$ cat config.mk
export PLATFORM = sky130hd
export DESIGN_NAME = per_resp_tracker
export DESIGN_NICKNAME = d
export VERILOG_FILES = /design/src/rtl/per_resp_tracker.sv
export SDC_FILE = /design/constraint.sdc
export NUM_CORES = 1
export LEC_CHECK = 0
export CAP_MARGIN = 25
export CORE_AREA = 3 3 122 124
export CTS_CLUSTER_SIZE = 30
export DETAILED_ROUTE_END_ITERATION = 8
export DIE_AREA = 0 0 125 127
export HOLD_SLACK_MARGIN = 0.08
export PLACE_DENSITY = 0.81
export SLEW_MARGIN = 15
export SYNTH_ARGS = -nofsm -noshare
export SYNTH_HDL_FRONTEND = slang
export SYNTH_SLANG_ARGS = --single-unit
$ cat constraint.sdc
create_clock -name clk_i -period 5.5 [get_ports clk_i]
set_clock_uncertainty 0.1 [all_clocks]
set_input_delay 0.55 -clock clk_i [delete_from_list [all_inputs] [get_ports clk_i]]
set_output_delay 0.55 -clock clk_i [all_outputs]
set_load 0.1 [all_outputs]
$ cat src/rtl/per_resp_tracker.sv
// per_resp_tracker: records the peripheral index of every granted request in
// issue order and returns the matching peripheral response to the master as a
// single registered response stream. Out-of-order or untracked responses are
// dropped and raise a sticky error flag.
module per_resp_tracker #(
  parameter int unsigned PE_XBAR_N_OUPS  = 8,
  parameter int unsigned MAX_OUTSTANDING = 4,
  parameter int unsigned DATA_WIDTH      = 32,
  localparam int unsigned IDX_W = (PE_XBAR_N_OUPS > 1) ? $clog2(PE_XBAR_N_OUPS) : 1,
  localparam int unsigned CNT_W = $clog2(MAX_OUTSTANDING + 1)
) (
  input  logic                                 clk_i,
  input  logic                                 rst_ni,
  input  logic                                 req_valid_i,
  input  logic [IDX_W-1:0]                     req_pe_idx_i,
  input  logic                                 req_gnt_i,
  output logic                                 req_stall_o,
  input  logic [PE_XBAR_N_OUPS-1:0]            per_r_valid_i,
  input  logic [PE_XBAR_N_OUPS*DATA_WIDTH-1:0] per_r_rdata_i,
  input  logic [PE_XBAR_N_OUPS-1:0]            per_r_opc_i,
  output logic                                 r_valid_o,
  output logic [DATA_WIDTH-1:0]                r_rdata_o,
  output logic                                 r_opc_o,
  output logic [CNT_W-1:0]                     outstanding_o,
  input  logic                                 err_clear_i,
  output logic                                 err_unexpected_o
);

  localparam int unsigned PTR_W = (MAX_OUTSTANDING > 1) ? $clog2(MAX_OUTSTANDING) : 1;
  localparam logic [PTR_W-1:0] PTR_LAST = PTR_W'(MAX_OUTSTANDING - 1);
  localparam logic [CNT_W-1:0] CNT_FULL = CNT_W'(MAX_OUTSTANDING);

  logic [IDX_W-1:0]          fifo_q [MAX_OUTSTANDING];
  logic [PTR_W-1:0]          wr_ptr_q;
  logic [PTR_W-1:0]          rd_ptr_q;
  logic [CNT_W-1:0]          count_q;

  logic                      full;
  logic                      push;
  logic                      pop;
  logic                      unexpected;
  logic [IDX_W-1:0]          head_idx;
  logic [PE_XBAR_N_OUPS-1:0] head_mask;
  logic [DATA_WIDTH-1:0]     rdata_arr [PE_XBAR_N_OUPS];

  for (genvar k = 0; k < PE_XBAR_N_OUPS; k++) begin : g_unpack
    assign rdata_arr[k] = per_r_rdata_i[k*DATA_WIDTH +: DATA_WIDTH];
  end

  // Head decode from registered state only; any valid bit outside the head
  // mask (or any bit at all while empty) is an unexpected response.
  always_comb begin
    full      = (count_q == CNT_FULL);
    push      = req_valid_i & req_gnt_i & ~full;
    head_idx  = fifo_q[rd_ptr_q];
    head_mask = '0;
    if (count_q != '0) begin
      head_mask[head_idx] = 1'b1;
    end
    pop        = |(per_r_valid_i & head_mask);
    unexpected = |(per_r_valid_i & ~head_mask);
  end

  assign req_stall_o   = full;
  assign outstanding_o = count_q;

  // Index storage: write the granted peripheral index at the write pointer.
  always_ff @(posedge clk_i or negedge rst_ni) begin
    if (!rst_ni) begin
      for (int unsigned i = 0; i < MAX_OUTSTANDING; i++) begin
        fifo_q[i] <= '0;
      end
    end else if (push) begin
      fifo_q[wr_ptr_q] <= req_pe_idx_i;
    end
  end

  // Pointers wrap explicitly at the last entry so non-power-of-2 depths work.
  always_ff @(posedge clk_i or negedge rst_ni) begin
    if (!rst_ni) begin
      wr_ptr_q <= '0;
      rd_ptr_q <= '0;
    end else begin
      if (push) begin
        wr_ptr_q <= (wr_ptr_q == PTR_LAST) ? '0 : wr_ptr_q + PTR_W'(1);
      end
      if (pop) begin
        rd_ptr_q <= (rd_ptr_q == PTR_LAST) ? '0 : rd_ptr_q + PTR_W'(1);
      end
    end
  end

  // Occupancy count; simultaneous push and pop leaves it unchanged.
  always_ff @(posedge clk_i or negedge rst_ni) begin
    if (!rst_ni) begin
      count_q <= '0;
    end else begin
      case ({push, pop})
        2'b10:   count_q <= count_q + CNT_W'(1);
        2'b01:   count_q <= count_q - CNT_W'(1);
        default: count_q <= count_q;
      endcase
    end
  end

  // Registered response stream; data and error flag hold between pops.
  always_ff @(posedge clk_i or negedge rst_ni) begin
    if (!rst_ni) begin
      r_valid_o <= 1'b0;
      r_rdata_o <= '0;
      r_opc_o   <= 1'b0;
    end else begin
      r_valid_o <= pop;
      if (pop) begin
        r_rdata_o <= rdata_arr[head_idx];
        r_opc_o   <= per_r_opc_i[head_idx];
      end
    end
  end

  // Sticky unexpected-response flag; a new event wins over a clear.
  always_ff @(posedge clk_i or negedge rst_ni) begin
    if (!rst_ni) begin
      err_unexpected_o <= 1'b0;
    end else if (unexpected) begin
      err_unexpected_o <= 1'b1;
    end else if (err_clear_i) begin
      err_unexpected_o <= 1'b0;
    end
  end

endmodule

==> summary.txt, run 1 <==
Cells and area
  – Layout net count: 1007
  – Layout area overhead: 71.6%
  – Antenna cells: 0
  – FF/Latch Area: 1350 µm²
  – Area occupied by multi-input gates: 3350 µm²
  – Final core occ: 60.4%
  – Layout cells sized above 1: 11.0%
  – Fill count: 1114
  – Finished Layout Cells: 901

Setup path
  – Crit. End Element: flop
  – Worst setup SP type: flop
  – Most frequent CP cell: xor2_1
  – Slowest stage cell, crit path: mux4_4
  – Worst R2R Setup Slack: 1.51 ns
  – Kind of cell adding the most delay to the critical path: multiplexers
  – Buf/Inv on CP: 1
  – Req. time, crit path: 5.62 ns
  – CP Class: flop to flop
  – Crit-path max cell delay: between 1 and 1.5 ns
  – Crit path max fanout: 37
  – WP data arrival: slightly above 4 ns
  – CP cell instances: mux4_4, mux4_2, nor2_8, ha_1, inv_1, fa_1, xor2_1, nor2_1, xor2_1

CTS
  – CTS Sinks: 54
  – Root Buffer: clkbuf_16
  – CTS Buffer Depth: 2
  – Num CTS Buffers: 5
  – Hold Buf Count CTS: 0
  – Postcts setup bufs: 0
  – PostCTS Resize Cnt: 0
  – Clock Pin Slew Worst Setup and Hold Paths: about 0.070 ns
  – Clk_lat worst skew: 0.29 ns
  – CTS tree: done
  – Maximum level of the CTS H-tree: 2

GRT
  – Vias in the first global route: about 4800
  – Global route overflow: 0
  – Initial antenna violation count: 1
  – GRT Overall Usage: 21.1%
  – Largest net degree at the start of global routing: 60
  – Global-route wire length before repair: 27000 µm

Status
  – Status: completed

Logic synthesis
  – Main synth FF type: dfrtp_1
  – Yosys top cell by area: mux2i_1
  – Combinational family with the most area after synthesis: multiplexers
  – Post-synth EDFFs: 0
  – Synth unique cells: 30
  – Post-synthesis compound-gate area fraction: 1.13%
  – Asr flop ratio synth: 100%
  – Yosys top cell area share: 41.6%
  – Syn Nets: 707
  – Register area share after synthesis: 27.7%
  – Yosys reg bits: 54
  – Synth top area cells: mux2i_1 (42%), dfrtp_1 (28%), mux2_2 (13%)
  – Post-synthesis instance area: 4880 µm²
  – Synth Area in XOR/XNOR: 0.538%
  – Simple-gate portion of the synthesized area: 3.05%
  – Commonest cells post-synth: mux2i_1 (203), mux2_2 (58), dfrtp_1 (54)
  – Proportion of synthesized area in mux cells: 61.9%
  – Cells after synthesis: 420
  – Syn avg cell area: 11.6 µm²
  – Synth Warn #: 0
  – Most frequent cell after synthesis: mux2i_1
  – Post-synthesis adder-cell area fraction: 1.95%

Floorplan
  – Die H: roughly 130 µm
  – Site Rows: 43
  – IO Pins: 319
  – Core area: 13900 µm²
  – Initial Util: 35.2%
  – Die width: 125 µm
  – Die area: 15900 µm²

Routing
  – M1 WL: 6920 µm
  – DRT antenna net count: 0
  – DR vias/cell: 4.94
  – Routed WL per cell: 19.4 µm
  – Starting DRT DRC Count: 160
  – Met2 WL post-DR: between 9000 and 10000 µm
  – Highest metal layer with signal wires: met5
  – Drt pass-1 iters: 4
  – Routed length on met3: 946 µm
  – Routed vias: 4453
  – Drt total wl: 17500 µm
  – DRC errors left: 0

Flow run
  – Max-cap violations: 0

Timing
  – Final setup violation count: 0
  – Hold slack: between 0.2 and 0.3 ns
  – Fin Setup TNS: 0 ns
  – Peak Freq: 251 MHz
  – RSZ-0062 raised after global routing: no
  – Setup ws final: between 1.5 and 2 ns
  – Normalized max-slew margin: about 30%
  – Worst Max-Slew Pin Slew: 1.05 ns
  – Final hold vios: 0
  – Final slew viol count: 0
  – Min Tclk post-route: 3.99 ns
  – Period utilisation layout: 72.5%

Placement
  – Pre-CTS setup slack: 1.51 ns
  – GP Congestion: 0.915
  – Post-Place Cells: 893
  – IO Port Bufs: 318
  – DP HPWL: 14400 µm

Power and ir drop
  – Leakage: about 3.5 nW
  – Power per cell area: 756 nW/µm²
  – Peak VDD IR: 0.588 mV

Min path
  – Hold Path Class: input port to asynchronous set/reset pin
## sequential cells by signal, indices dropped and copies added (netlist names)
signal	count
err_unexpected_o	1
fifo_q	12
r_valid_o	1
rd_ptr_q	2
outstanding_o	3
r_opc_o	1
r_rdata_o	32
wr_ptr_q	2
## cell type report
class / instances / area share [%]
well taps: 180 / 2.69
multi-input cells: 330 / 40.0
repair buffers: 323 / 38.6
clock inverters: 3 / 0.821
inverters: 6 / 0.269
clock buffers: 5 / 1.49
flip-flops and latches: 54 / 16.1
## logic make-up (layout without fill, tap and decap cells)
| logic type | after synthesis | after routing |
|---|---|---|
| AOI/OAI and AO/OA | 8 | 8 |
| adders and majority gates | 7 | 7 |
| muxes | 287 | 287 |
| xor gates and xnor gates | 3 | 3 |
| buffers and inverters | 36 | 337 |
| and+or+nand+nor | 25 | 25 |
| DFF | 54 | 54 |
## through the flow
step,power [mW],area (µm²)
2_1_floorplan,4.94,4880
3_3_place_gp,5.84,8160
3_5_place_dp,5.98,8190
4_1_cts,6.40,8380
5_1_grt,6.73,8380
6_report,6.33,8380
## worst paths after layout
path / endpoint / from / cells after the start
worst max-delay path: outstanding_o[2] / rd_ptr_q[0] / 9
worst min-delay path: fifo_q[9] / rst_ni / 2
worst max register to register: outstanding_o[2] / rd_ptr_q[0] / 9
worst min register to register: r_rdata_o[10] / r_rdata_o[10] / 1
max in group asynchronous: r_rdata_o[8] / rst_ni / 2
min in group clk_i: r_rdata_o[10] / r_rdata_o[10] / 1
## cell usage in the layout (no fill, tap or decap), types with 4 or more instances in the layout
master           count
buf_4                4
nor2_1               5
clkbuf_16            5
nand2_1              8
clkdlybuf4s50_1    317
inv_1                6
mux2i_1            203
dfrtp_1             54
mux2_2              58
mux2_1              22
ha_1                 6
## report_power, final
| group | leakage, nW | internal, mW | switching, mW |
|---|---|---|---|
| Clock | 0.0940 | 0.262 | 0.141 |
| Combinational | 2.81 | 2.28 | 2.90 |
| Sequential | 0.634 | 0.636 | 0.116 |
## layer usage
layer	vias to the layer above	GRT usage (%)
li1	2175	-
met1	2116	25.3
met2	148	39.7
met3	12	4.56
met4	2	3.06
met5	-	0
Power figures use the tool's default switching activity.
==> run 2, diff against run 1 <==
Settings changed: CORE_AREA 3 3 122 124 to 3 3 123 125, DIE_AREA 0 0 125 127 to 0 0 126 128, PLACE_DENSITY 0.81 to 0.8.
Clock period 5.5 ns to 3.8 ns, I/O delays scaled along.
==> run 2 against run 1 <==
  * Clock power increased by 17%
  * Combinational power rose by 44%
  * Flip-flop and latch count did not move
  * Critical path type unchanged
  * Largest cell class unchanged
  * Largest power group unchanged
==> summary.txt, run 2 (synthesized netlist as in run 1, its figures left out) <==
Setup path
  – WP data arrival: roughly 3.5 ns
  – Worst R2R Setup Slack: 0.36 ns
  – Crit path max fanout: between 40 and 50
  – R2R cell count: 7
  – Req. time, crit path: 3.88 ns
  – CP Class: flop to flop
  – Crit. End Element: flop
  – Worst setup SP type: flop

Cells and area
  – Layout cells sized above 1: 11.3%
  – Most common cell after layout, fill and taps aside: clkdlybuf4s50_1
  – Number of flip-flops under the largest register name: 32
  – Fill count: approximately 1200
  – Layout net count: 1010
  – Reg with most FFs: r_rdata_o
  – Design area: 8340 µm²
  – Most frequent cells in the layout: clkdlybuf4s50_1 (317), mux2i_1 (203), mux2_2 (58)
  – Layout area overhead: 70.8%

Timing
  – Final slew viol count: 0
  – Peak Freq: 290 MHz
  – Worst Max-Slew Pin Slew: 1.06 ns
  – Final hold vios: 0
  – Min Tclk post-route: roughly 3.4 ns
  – RSZ-0062 raised after global routing: no
  – Fin Setup TNS: 0 ns
  – Period utilisation layout: 90.6%
  – Final setup violation count: 0
  – Normalized max-slew margin: 29.4%

Floorplan
  – Initial Util: around a third
  – IO Pins: 319
  – Die H: 128 µm
  – Die area: 16100 µm²
  – Site Rows: 43
  – Die width: 126 µm
  – Core area: 14000 µm²

GRT
  – Initial antenna violation count: 1
  – Global route overflow: 0
  – GRT Overall Usage: 21.8%
  – Global-route wire length before repair: ~28000 µm
  – Vias in the first global route: 4922
  – Largest net degree at the start of global routing: 55

Status
  – Status: completed

Power and ir drop
  – Peak VDD IR: about 1.1 mV
  – Leakage: 3.52 nW
  – Power per cell area: 1090 nW/µm²

CTS
  – Num CTS Buffers: 5
  – Maximum level of the CTS H-tree: 2
  – Clock Pin Slew Worst Setup and Hold Paths: 0.08 ns
  – PostCTS Resize Cnt: 0
  – Hold Buf Count CTS: 0
  – CTS tree: done
  – Clk_lat worst skew: 0.30 ns
  – Root Buffer: clkbuf_16
  – CTS Buffer Depth: 2
  – Postcts setup bufs: 0
  – CTS Sinks: 54

Placement
  – GP Congestion: 0.901
  – Placed cell areas: 8190 µm²
  – IO Port Bufs: 318
  – DP HPWL: 14800 µm

Routing
  – DRC errors left: 0
  – Routed WL per cell: 20.3 µm
  – Routed vias: 4471
  – Drt total wl: 18400 µm
  – Drt pass-1 iters: 4
  – DR vias/cell: 4.94
  – Starting DRT DRC Count: 137
  – DRT antenna net count: 0

Min path
  – Hold Path Class: input port to asynchronous set/reset pin

Flow run
  – Max-cap violations: 0
run 2: cell types whose count changed in the layout (fill, tap and decap cells not counted):
cell	delta
diode_2	+1
clkinvlp_4	+1
buf_4	+4
inv_6	+1
buf_16	-1
bufinv_16	-2
run 2: worst paths after layout:
| path | from | end |
|---|---|---|
| min in group clk_i | r_rdata_o[18] | r_rdata_o[18] |
| setup / recovery | rd_ptr_q[0] | r_rdata_o[16] |
| hold / removal | rst_ni | wr_ptr_q[1] |
| hold reg to reg | r_rdata_o[18] | r_rdata_o[18] |
| max in group asynchronous | rst_ni | r_opc_o |
| setup reg to reg | rd_ptr_q[0] | r_rdata_o[16] |
run 2: worst max-delay path, stage by stage (launching register included):
cell and delay (ns):
dfrtp_1 0.47, mux4_4 0.50, buf_4 0.57, buf_4 0.69, mux2i_1 0.28, mux2i_1 0.10
mux2_2 0.29, mux2_1 0.28
run 2: routing by layer:
metal	global-route usage [%]	vias to the layer above	part of all wire (%)	routed length, µm
met5	0	-	0	0
met4	4.79	0	1.6	297
met2	40.5	154	53	9790
met1	26.3	2116	40	7320
li1	-	2182	-	-
met3	3.92	19	5.2	953
run 2: cell type report:
class / instances / area, µm² / area share [%]
Antenna cell: 1 / 2.50 / 0.0300
Inverter: 6 / 22.5 / 0.270
Clock inverter: 3 / 25.0 / 0.300
Clock buffer: 5 / 125 / 1.50
Timing Repair Buffer: 326 / 3240 / 38.8
Multi-Input combinational cell: 330 / 3350 / 40.2
Tap cell: 180 / 225 / 2.70
Sequential cell: 54 / 1350 / 16.2
run 2: where the power goes:
group	internal, mW	switching (mW)
Sequential	0.921	0.177
Clock	0.248	0.223
Combinational	3.29	4.20
run 2: per-stage QoR:
step	total power [mW]	hold WS [ns]	util [%]	cells	setup slack (ns)
floorplan	7.15	-0.0156	-	420	0.368
global placement	8.45	0.370	58.6	896	0.511
detailed placement	8.65	0.374	58.6	896	0.383
CTS	9.15	0.152	59.6	904	0.356
global route	9.62	0.174	59.6	905	0.178
finish	9.05	0.109	59.6	905	0.358
